### src/rtl/jk_stim_sequencer_pkg.sv
// Shared sequencer state encodings, JK function codes and the JK next-state helper.
// Used by the sequencer top and by the reference model that shadows the flip-flop under test.
// Pure definitions, no timing or flow control of its own.
package jk_stim_sequencer_pkg;

    localparam logic [1:0] ST_IDLE  = 2'd0;
    localparam logic [1:0] ST_FETCH = 2'd1;
    localparam logic [1:0] ST_DRIVE = 2'd2;
    localparam logic [1:0] ST_DONE  = 2'd3;

    // {J,K} function codes as seen by the flip-flop under test
    localparam logic [1:0] JK_HOLD   = 2'b00;
    localparam logic [1:0] JK_RESET  = 2'b01;
    localparam logic [1:0] JK_SET    = 2'b10;
    localparam logic [1:0] JK_TOGGLE = 2'b11;

    function automatic logic jk_next(input logic q, input logic j, input logic k);
        logic n;
        case ({j, k})
            JK_HOLD:   n = q;
            JK_RESET:  n = 1'b0;
            JK_SET:    n = 1'b1;
            JK_TOGGLE: n = ~q;
            default:   n = q;
        endcase
        return n;
    endfunction

endpackage

### src/rtl/jk_ref_model.sv
// Cycle-accurate JK reference flip-flop, sampling the same J/K as the device under test.
// Latency: q_model updates on the same edge as the DUT; model_valid after the first J!=K edge.
// No backpressure: free-running every clock.
module jk_ref_model
    import jk_stim_sequencer_pkg::*;
(
    input  logic clk,
    input  logic rst_n,
    input  logic clr,
    input  logic j,
    input  logic k,
    output logic q_model,
    output logic model_valid
);

    always_ff @(posedge clk or negedge rst_n) begin
        if (!rst_n) begin
            q_model     <= 1'b0;
            model_valid <= 1'b0;
        end else begin
            q_model <= jk_next(q_model, j, k);
            // DUT power-up Q is unknown until a set or reset has actually been applied
            if (clr)
                model_valid <= 1'b0;
            else if (j != k)
                model_valid <= 1'b1;
        end
    end

endmodule

### src/rtl/jk_stim_sequencer.sv
// Table-driven J/K stimulus sequencer with a built-in reference model and miscompare counter.
// Latency: start sampled at edge t, first J/K visible after edge t+1; entry i held dwell_i+2 cycles.
// No backpressure: start ignored while busy, stop aborts from any active state on the next edge.
module jk_stim_sequencer
    import jk_stim_sequencer_pkg::*;
#(
    parameter int DEPTH   = 8,
    parameter int DWELL_W = 4
) (
    input  logic                       clk,
    input  logic                       rst_n,
    input  logic                       load_en,
    input  logic [$clog2(DEPTH)-1:0]   load_addr,
    input  logic [DWELL_W+1:0]         load_data,
    input  logic [$clog2(DEPTH):0]     num_steps,
    input  logic                       loop,
    input  logic                       start,
    input  logic                       stop,
    input  logic                       q_in,
    output logic                       j_out,
    output logic                       k_out,
    output logic                       busy,
    output logic                       done,
    output logic [$clog2(DEPTH)-1:0]   step_idx,
    output logic                       mismatch,
    output logic [7:0]                 err_count
);

    localparam int AW    = $clog2(DEPTH);
    localparam int EW    = DWELL_W + 2;
    localparam int J_BIT = DWELL_W + 1;
    localparam int K_BIT = DWELL_W;
    localparam logic [AW:0] MAX_STEPS = DEPTH[AW:0];

    logic [EW-1:0]      entry_mem [DEPTH];
    logic [1:0]         state;
    logic [DWELL_W-1:0] dwell_cnt;
    logic [AW:0]        steps_q;
    logic               loop_q;
    logic [AW:0]        steps_clamped;
    logic               start_go;
    logic               last_step;
    logic [EW-1:0]      cur_entry;
    logic               q_model;
    logic               model_valid;

    always_comb begin
        steps_clamped = (num_steps > MAX_STEPS) ? MAX_STEPS : num_steps;
        start_go      = (state == ST_IDLE) && start && !stop && (steps_clamped != '0);
        last_step     = ({1'b0, step_idx} == (steps_q - (AW+1)'(1)));
        cur_entry     = entry_mem[step_idx];
        busy          = (state == ST_FETCH) || (state == ST_DRIVE);
        done          = (state == ST_DONE) && !stop;
    end

    // Program table is deliberately not reset and only writable while idle
    always_ff @(posedge clk) begin
        if (load_en && (state == ST_IDLE))
            entry_mem[load_addr] <= load_data;
    end

    always_ff @(posedge clk or negedge rst_n) begin
        if (!rst_n) begin
            state     <= ST_IDLE;
            j_out     <= 1'b0;
            k_out     <= 1'b0;
            step_idx  <= '0;
            dwell_cnt <= '0;
            steps_q   <= '0;
            loop_q    <= 1'b0;
        end else if (stop && (state != ST_IDLE)) begin
            state <= ST_IDLE;
            j_out <= 1'b0;
            k_out <= 1'b0;
        end else begin
            case (state)
                ST_IDLE: begin
                    j_out <= 1'b0;
                    k_out <= 1'b0;
                    if (start_go) begin
                        state    <= ST_FETCH;
                        step_idx <= '0;
                        steps_q  <= steps_clamped;
                        loop_q   <= loop;
                    end
                end
                ST_FETCH: begin
                    j_out     <= cur_entry[J_BIT];
                    k_out     <= cur_entry[K_BIT];
                    dwell_cnt <= cur_entry[DWELL_W-1:0];
                    state     <= ST_DRIVE;
                end
                ST_DRIVE: begin
                    if (dwell_cnt != '0) begin
                        dwell_cnt <= dwell_cnt - DWELL_W'(1);
                    end else if (last_step) begin
                        if (loop_q) begin
                            step_idx <= '0;
                            state    <= ST_FETCH;
                        end else begin
                            state <= ST_DONE;
                        end
                    end else begin
                        step_idx <= step_idx + AW'(1);
                        state    <= ST_FETCH;
                    end
                end
                default: begin
                    // DONE: J/K cleared here so the last entry keeps its full hold time
                    j_out <= 1'b0;
                    k_out <= 1'b0;
                    state <= ST_IDLE;
                end
            endcase
        end
    end

    // Compare uses pre-edge q_in/q_model, so results trail the drive by one cycle
    always_ff @(posedge clk or negedge rst_n) begin
        if (!rst_n) begin
            mismatch  <= 1'b0;
            err_count <= '0;
        end else if (start_go) begin
            mismatch  <= 1'b0;
            err_count <= '0;
        end else if (busy && model_valid && (q_in != q_model)) begin
            mismatch <= 1'b1;
            if (err_count != 8'hFF)
                err_count <= err_count + 8'd1;
        end
    end

    jk_ref_model u_ref (
        .clk         (clk),
        .rst_n       (rst_n),
        .clr         (start_go),
        .j           (j_out),
        .k           (k_out),
        .q_model     (q_model),
        .model_valid (model_valid)
    );

endmodule

### config.mk
export PLATFORM = sky130hd
export DESIGN_NAME = jk_stim_sequencer
export DESIGN_NICKNAME = d
export VERILOG_FILES = /design/src/rtl/jk_stim_sequencer_pkg.sv /design/src/rtl/jk_ref_model.sv /design/src/rtl/jk_stim_sequencer.sv
export SDC_FILE = /design/constraint.sdc
export NUM_CORES = 1
export LEC_CHECK = 0
export ABC_CLOCK_PERIOD_IN_PS = 2250
export BUFFER_PORTS_ARGS = -buffer_cell sky130_fd_sc_hd__buf_4
export CELL_PAD_IN_SITES_DETAIL_PLACEMENT = 1
export CELL_PAD_IN_SITES_GLOBAL_PLACEMENT = 1
export CORE_MARGIN = 2
export CORE_UTILIZATION = 45
export CTS_CLUSTER_SIZE = 8
export DETAILED_ROUTE_END_ITERATION = 8
export GPL_ROUTABILITY_DRIVEN = 1
export PLACE_DENSITY = 0.77
export SLEW_MARGIN = 25
export SYNTH_ARGS = -nofsm -noshare
export SYNTH_HDL_FRONTEND = slang
export SYNTH_SLANG_ARGS = --single-unit
### constraint.sdc
create_clock -name clk -period 2.25 [get_ports clk]
set_input_delay 0.225 -clock clk [delete_from_list [all_inputs] [get_ports clk]]
set_output_delay 0.225 -clock clk [all_outputs]
set_load 0.02 [all_outputs]
Yosys cells after proc, flatten, opt, wreduce, memory -nomap -nowiden
Memory sizes are Yosys's and may differ from the RTL's.
Index checks and enable logic that the tools add are counted.
- bits in registers: 27
- RAM bits: 48
- input port bits: 20
- output and inout port bits: 16
- memories: 1
- memory list (name ; words ; width ; rd ports ; clocked after Yosys merged registers in ; wr ports ; RTL line ; text):
    entry_mem ; 8 ; 6 ; 1 ; 0 ; 1 ; jk_stim_sequencer.sv:35 ; logic [EW-1:0] entry_mem [DEPTH];
- bitwise gates (word level): 2
- order comparisons: 1
- reductions and logical operators: 25
- eq/ne operators: 17
- add/subtract/negate cells: 4
- muxes and demuxes: 28
- operators with widths (cell ; number):
    $mux W8 ; 3
    $mux W3 ; 4
    $reduce_bool A2 Y1 ; 6
    $mux W2 ; 5
    $add A8 B1 Y8 const B ; 1
    $eq A2 B2 Y1 const B ; 4
    $logic_and A1 B1 Y1 ; 8
    $mux W1 ; 8
    $mux W4 ; 2
    $ne A8 B8 Y1 const B ; 1
    $pmux W4 S2 ; 1
    $reduce_bool A4 Y1 ; 2
    $sub A4 B1 Y4 const B ; 2
    $ne A3 B3 Y1 const B ; 2
    $pmux W2 S3 ; 1
    $pmux W3 S2 ; 1
    $reduce_and A3 Y1 ; 2
    $reduce_and A5 Y1 ; 1
    $eq A2 B1 Y1 const B ; 2
    $eq A3 B4 Y1 ; 1
    $gt A4 B4 Y1 const B ; 1
    $logic_not A2 Y1 ; 2
    $ne A2 B1 Y1 const B ; 2
    $ne A2 B2 Y1 const B ; 2
    other kinds (9) ; 13

Logic depth before layout (Yosys ltp)
- depth in word-level cells: 7
- mapped depth: 8
- gate-level depth less buffers: 7

Modules after synthesis
A second synthesis with hierarchy kept.
- cells, all modules: 264
- area, all modules: 3495.9 µm²
- modules (own cells, without submodules) (module ; times used ; cells an instance ; area each (µm²)):
    jk_stim_sequencer ; 1 ; 251 ; 3368.2
    jk_ref_model ; 1 ; 13 ; 127.6

Worst setup path before layout
No wires, ideal clock.
- kind: register to register
- start: reg state[0]
- end: reg state[1]
- required time: 2.173 ns
- setup time: 0.077 ns
- slack: 0.260 ns
- data arrival time: 1.913 ns
- stages on the path, launching flop included: 9
- cells stage by stage: dfrtp_1 inv_1 ha_1 buf_4 nand3b_4 or2_1 a21oi_1 or4b_1 a21oi_1
- word-level cells in the longest chain between the ends: 6
- RTL lines (item ; RTL line ; text):
    start, declared ; jk_stim_sequencer.sv:36 ; logic [1:0] state;
    start signal, assigned ; jk_stim_sequencer.sv:64 ; state <= ST_IDLE;
    start signal, assigned ; jk_stim_sequencer.sv:72 ; state <= ST_IDLE;
    start signal, assigned ; jk_stim_sequencer.sv:81 ; state <= ST_FETCH;
    $logic_not A2 Y1 ; jk_stim_sequencer.sv:49, jk_stim_sequencer.sv:76 ;
    $logic_and A1 B1 Y1 (3 in a row) ; jk_stim_sequencer.sv:49 ; start_go = (state == ST_IDLE) && start && !stop && (steps_clamped != '0);
    $ne A3 B2 Y1 (no source line) ; - ;
    $reduce_and A2 Y1 (no source line) ; - ;
Parallel ways exist; a longest one is shown, timed or not.
A chain may end at the register's enable or synchronous reset.

Worst setup path in the final report
- start: reg steps_q[0]
- end: reg state[1]
- word-level cells in the longest chain between the ends: 6
- RTL lines (item ; RTL line ; text):
    start, declared ; jk_stim_sequencer.sv:38 ; logic [AW:0] steps_q;
    start signal, assigned ; jk_stim_sequencer.sv:83 ; steps_q <= steps_clamped;
    $sub A4 B1 Y4 ; jk_stim_sequencer.sv:50 ; last_step = ({1'b0, step_idx} == (steps_q - (AW+1)'(1)));
    $eq A3 B4 Y1 ; jk_stim_sequencer.sv:50 ;
    $mux W2 ; jk_stim_sequencer.sv:96 ; end else if (last_step) begin
    $mux W2 ; jk_stim_sequencer.sv:94 ; if (dwell_cnt != '0) begin
    $pmux W2 S3 ; jk_stim_sequencer.sv:76 ; case (state)
    $mux W2 ; jk_stim_sequencer.sv:71 ; end else if (stop && (state != ST_IDLE)) begin
    end signal, assigned ; jk_stim_sequencer.sv:72 ;
    end signal, assigned ; jk_stim_sequencer.sv:81 ;
    end signal, assigned ; jk_stim_sequencer.sv:99 ; state <= ST_FETCH;
Every way passes these cells. The select of a mux whose other input is x is not followed.

==> impl_metrics.tcl <==
set metrics [dict create \
    io_buffers 35 \
    avgSynthCellArea_sq_um 13.2 \
    nNetsFinal 352 \
    fin_setup_tns_ns 0 \
    setup_viol 0 \
    ioPinCount 36 \
    cp-end-kind "flip-flop" \
    fp.dieW_um 92.4 \
    mostFrequentLayoutCell "buf_4" \
    drcViolationCount 0 \
    totalWireLength_um 7100 \
    drt-vias-per-instance 5.39 \
    grt_pass1_wl_um 11800 \
    clkPwrFrac_pct 26.1 \
    peakVddDrop_v 0.000465 \
    hold_ws_ns 0.0840 \
    fp-row-count 32 \
    cp_data_required_time_ns 2.52 \
    fmax_mhz 489 \
    gp_congestion 0.747 \
    syn_area_sq_um 3520 \
    synthCells 266 \
    wl_per_cell_um 16.6 \
    start_kind "flip-flop" \
    syn_nets 297 \
    start_util_pct 46.0 \
    p_sw_share_pct 32.7 \
    r2r_start "steps_q[0]$_DFFE_PN0P_" \
    drive_gt1_share_pct 27.7 \
    clockBufferDepth 2 \
    routed-via-count 2301 \
    ys_seq_elements 75 \
    cts_root_buffer "clkbuf_8" \
    fp.dieH_um 92.4 \
    slowest_delay_ns 0.55 \
    whs_path_depth 3 \
    p_per_area_nw_per_um2 1020 \
    fin_crit_ns 2.05 \
    htreeDepth 3 \
    internal_power_mw 2.87 \
    synth_cell_type_count 50 \
    clkLatencyLatePin_ns 0.35 \
    drt_iter0_drc 79 \
    die-area_sq_um 8550 \
    postRouteAntennaNets 0 \
    clkTransAtPathRegs_ns 0.08 \
    hold_viol_final 0 \
    cts.sink_count 75 \
    cp_slowest_cell "or4b_1" \
    diodes 0 \
    fillerInstances 801 \
    max_slew_margin_pct 63.9 \
    path_max_fanout 6 \
    p_sw_mw 1.40 \
    path_class "flip-flop to flip-flop" \
    grt_pass1_vias 2429 \
    tritoncts "yes" \
    synth_seq_area_share_pct 60.1 \
    grt-ovfl-total 0 \
    final_cell_mix "buf_4, edfxtp_1, dfrtp_1" \
    fin_crit_sh_pct 90.9 \
    arrival_ns 2.32 \
    min_from "num_steps[0]" \
    crit_path_cell_trace "inv_1 -> ha_1 -> xnor2_1 -> o2111ai_2 -> or4b_1 -> a21oi_1" \
    outcome "complete, no violations" \
    p_leak_nw 1.69 \
    yosys_warnings 0 \
    synth_enable_flop_cells 48 \
    dr.pass1.iters 6 \
    worst_slew_pin_slew_ns 0.541 \
    antenna_found_initial 0 \
    finalClockSkew_ns 0.00840 \
    startpoint "steps_q[0]$_DFFE_PN0P_" \
    pwr-share-comb_pct 30.2 \
    rsz0062_at_grt "false" \
    cts-buffers-inserted 9 \
    area_growth_pct 19.3 \
    hp-class "input pin to flip-flop" \
    grt_max_degree 28 \
    synth_ff_type "edfxtp_1" \
    power_frac_seq_pct 43.7 \
    dp_hpwl_um 5300 \
    core_area_sq_um 7650 \
    synthArstFlopShare_pct 36.0 \
    drv_slew 0 \
    reg2regPathDepth 6 \
    grt.total_usage_pct 17.9 \
    max_cap_violations 0 \
]
==> synth_stat cells, types with 3 or more instances <==
master / count / area (sq um)
a21oi_1: 7 / 35.0
a22oi_1: 3 / 22.5
and3_1: 3 / 18.8
dfrtp_1: 27 / 676
edfxtp_1: 48 / 1440
ha_1: 11 / 138
inv_1: 15 / 56.3
mux2_2: 3 / 33.8
mux4_2: 12 / 270
nand2_1: 24 / 90.1
nand2b_1: 5 / 31.3
nand3_1: 5 / 25.0
nand4_1: 7 / 43.8
nor2_1: 23 / 86.3
nor2b_1: 4 / 25.0
nor3_1: 6 / 30.0
o21a_1: 3 / 22.5
o21ai_0: 11 / 55.1
xor2_1: 9 / 78.8
==> registers in the layout, summed over array words and instances, names as in the netlist <==
name,flops
steps_q,4
err_count,8
j_out,1
state,2
k_out,1
entry_mem,48
dwell_cnt,4
u_ref.q_model,1
step_idx,3
u_ref.model_valid,1
mismatch,1
loop_q,1
==> metrics by stage <==
stage | cell area (sq um) | std cells | setup slack, ns | utilization, % | power [mW]
floorplan | 3520 | 266 | 0.260 | - | 2.72
global placement | 3970 | 411 | 0.161 | 52.0 | 3.12
detailed placement | 3970 | 411 | 0.0962 | 52.0 | 3.19
CTS | 4200 | 427 | 0.0842 | 54.9 | 4.31
global route | 4200 | 427 | 0.0509 | 54.9 | 4.53
finish | 4200 | 427 | 0.204 | 54.9 | 4.27
==> kinds of logic after synthesis <==
family / count (synthesis) / synth area share (%)
AND/OR/NAND/NOR: 94 / 14.1
AO/OA/AOI/OAI: 36 / 6.90
XOR/XNOR: 10 / 2.49
flip-flops: 75 / 60.1
adder cells (fa/ha/maj): 11 / 3.91
buffers and inverters: 23 / 3.20
multiplexers: 17 / 9.21
==> power groups by stage <==
stage          Combinational [mW]  Sequential (mW)  Clock (mW)
2_1_floorplan               0.828             1.89           0
3_3_place_gp                 1.24             1.88           0
3_5_place_dp                 1.29             1.90           0
4_1_cts                      1.30             1.87        1.14
5_1_grt                      1.44             1.90        1.19
6_report                     1.29             1.86        1.12
==> what timing repair did <==
item	4_1_cts	5_1_grt
gates resized for setup	0	1
setup endpoints to repair	0	6
setup buffers	0	0
hold buffers	1	0
hold endpoints to repair	27	0
==> worst max-delay path, delay by kind of cell, from the launching register on <==
family                     cells  cell delay (ns)
AOI/OAI and AO/OA              2             0.42
buffers and inverters          1             0.07
DFF                            1             0.45
xor gates and xnor gates       1             0.27
and+or+nand+nor                1             0.55
adders and majority gates      1             0.20
==> final timing paths <==
check,end,slack (ns)
setup / recovery,state[1]$_DFFE_PN0P_,0.20
hold / removal,steps_q[0]$_DFFE_PN0P_,0.08
setup reg to reg,state[1]$_DFFE_PN0P_,0.20
hold reg to reg,u_ref.model_valid$_DFFE_PN0P_,0.50
max in group asynchronous,err_count[2]$_DFFE_PN0P_,1.65
min in group asynchronous,steps_q[0]$_DFFE_PN0P_,0.32
==> routing by layer <==
layer | GRT usage (%) | vias up | share of wire [%]
li1 | - | 1094 | -
met1 | 21.6 | 1149 | 44
met2 | 31.5 | 44 | 51
met3 | 3.66 | 14 | 3.5
met4 | 7.21 | 0 | 1.8
met5 | 0 | - | 0
==> final cells by class <==
cell class              instances  area (sq um)  share of cell area, %
flip-flops and latches         75          2120                   50.4
multi-input cells             168          1290                   30.8
repair buffers                 52           393                   9.35
well taps                     102           128                   3.04
clock buffers                   9           124                   2.95
clock inverters                 6          90.1                   2.14
inverters                      15          56.3                   1.34
Note: power is estimated with default switching activity, not from simulation.
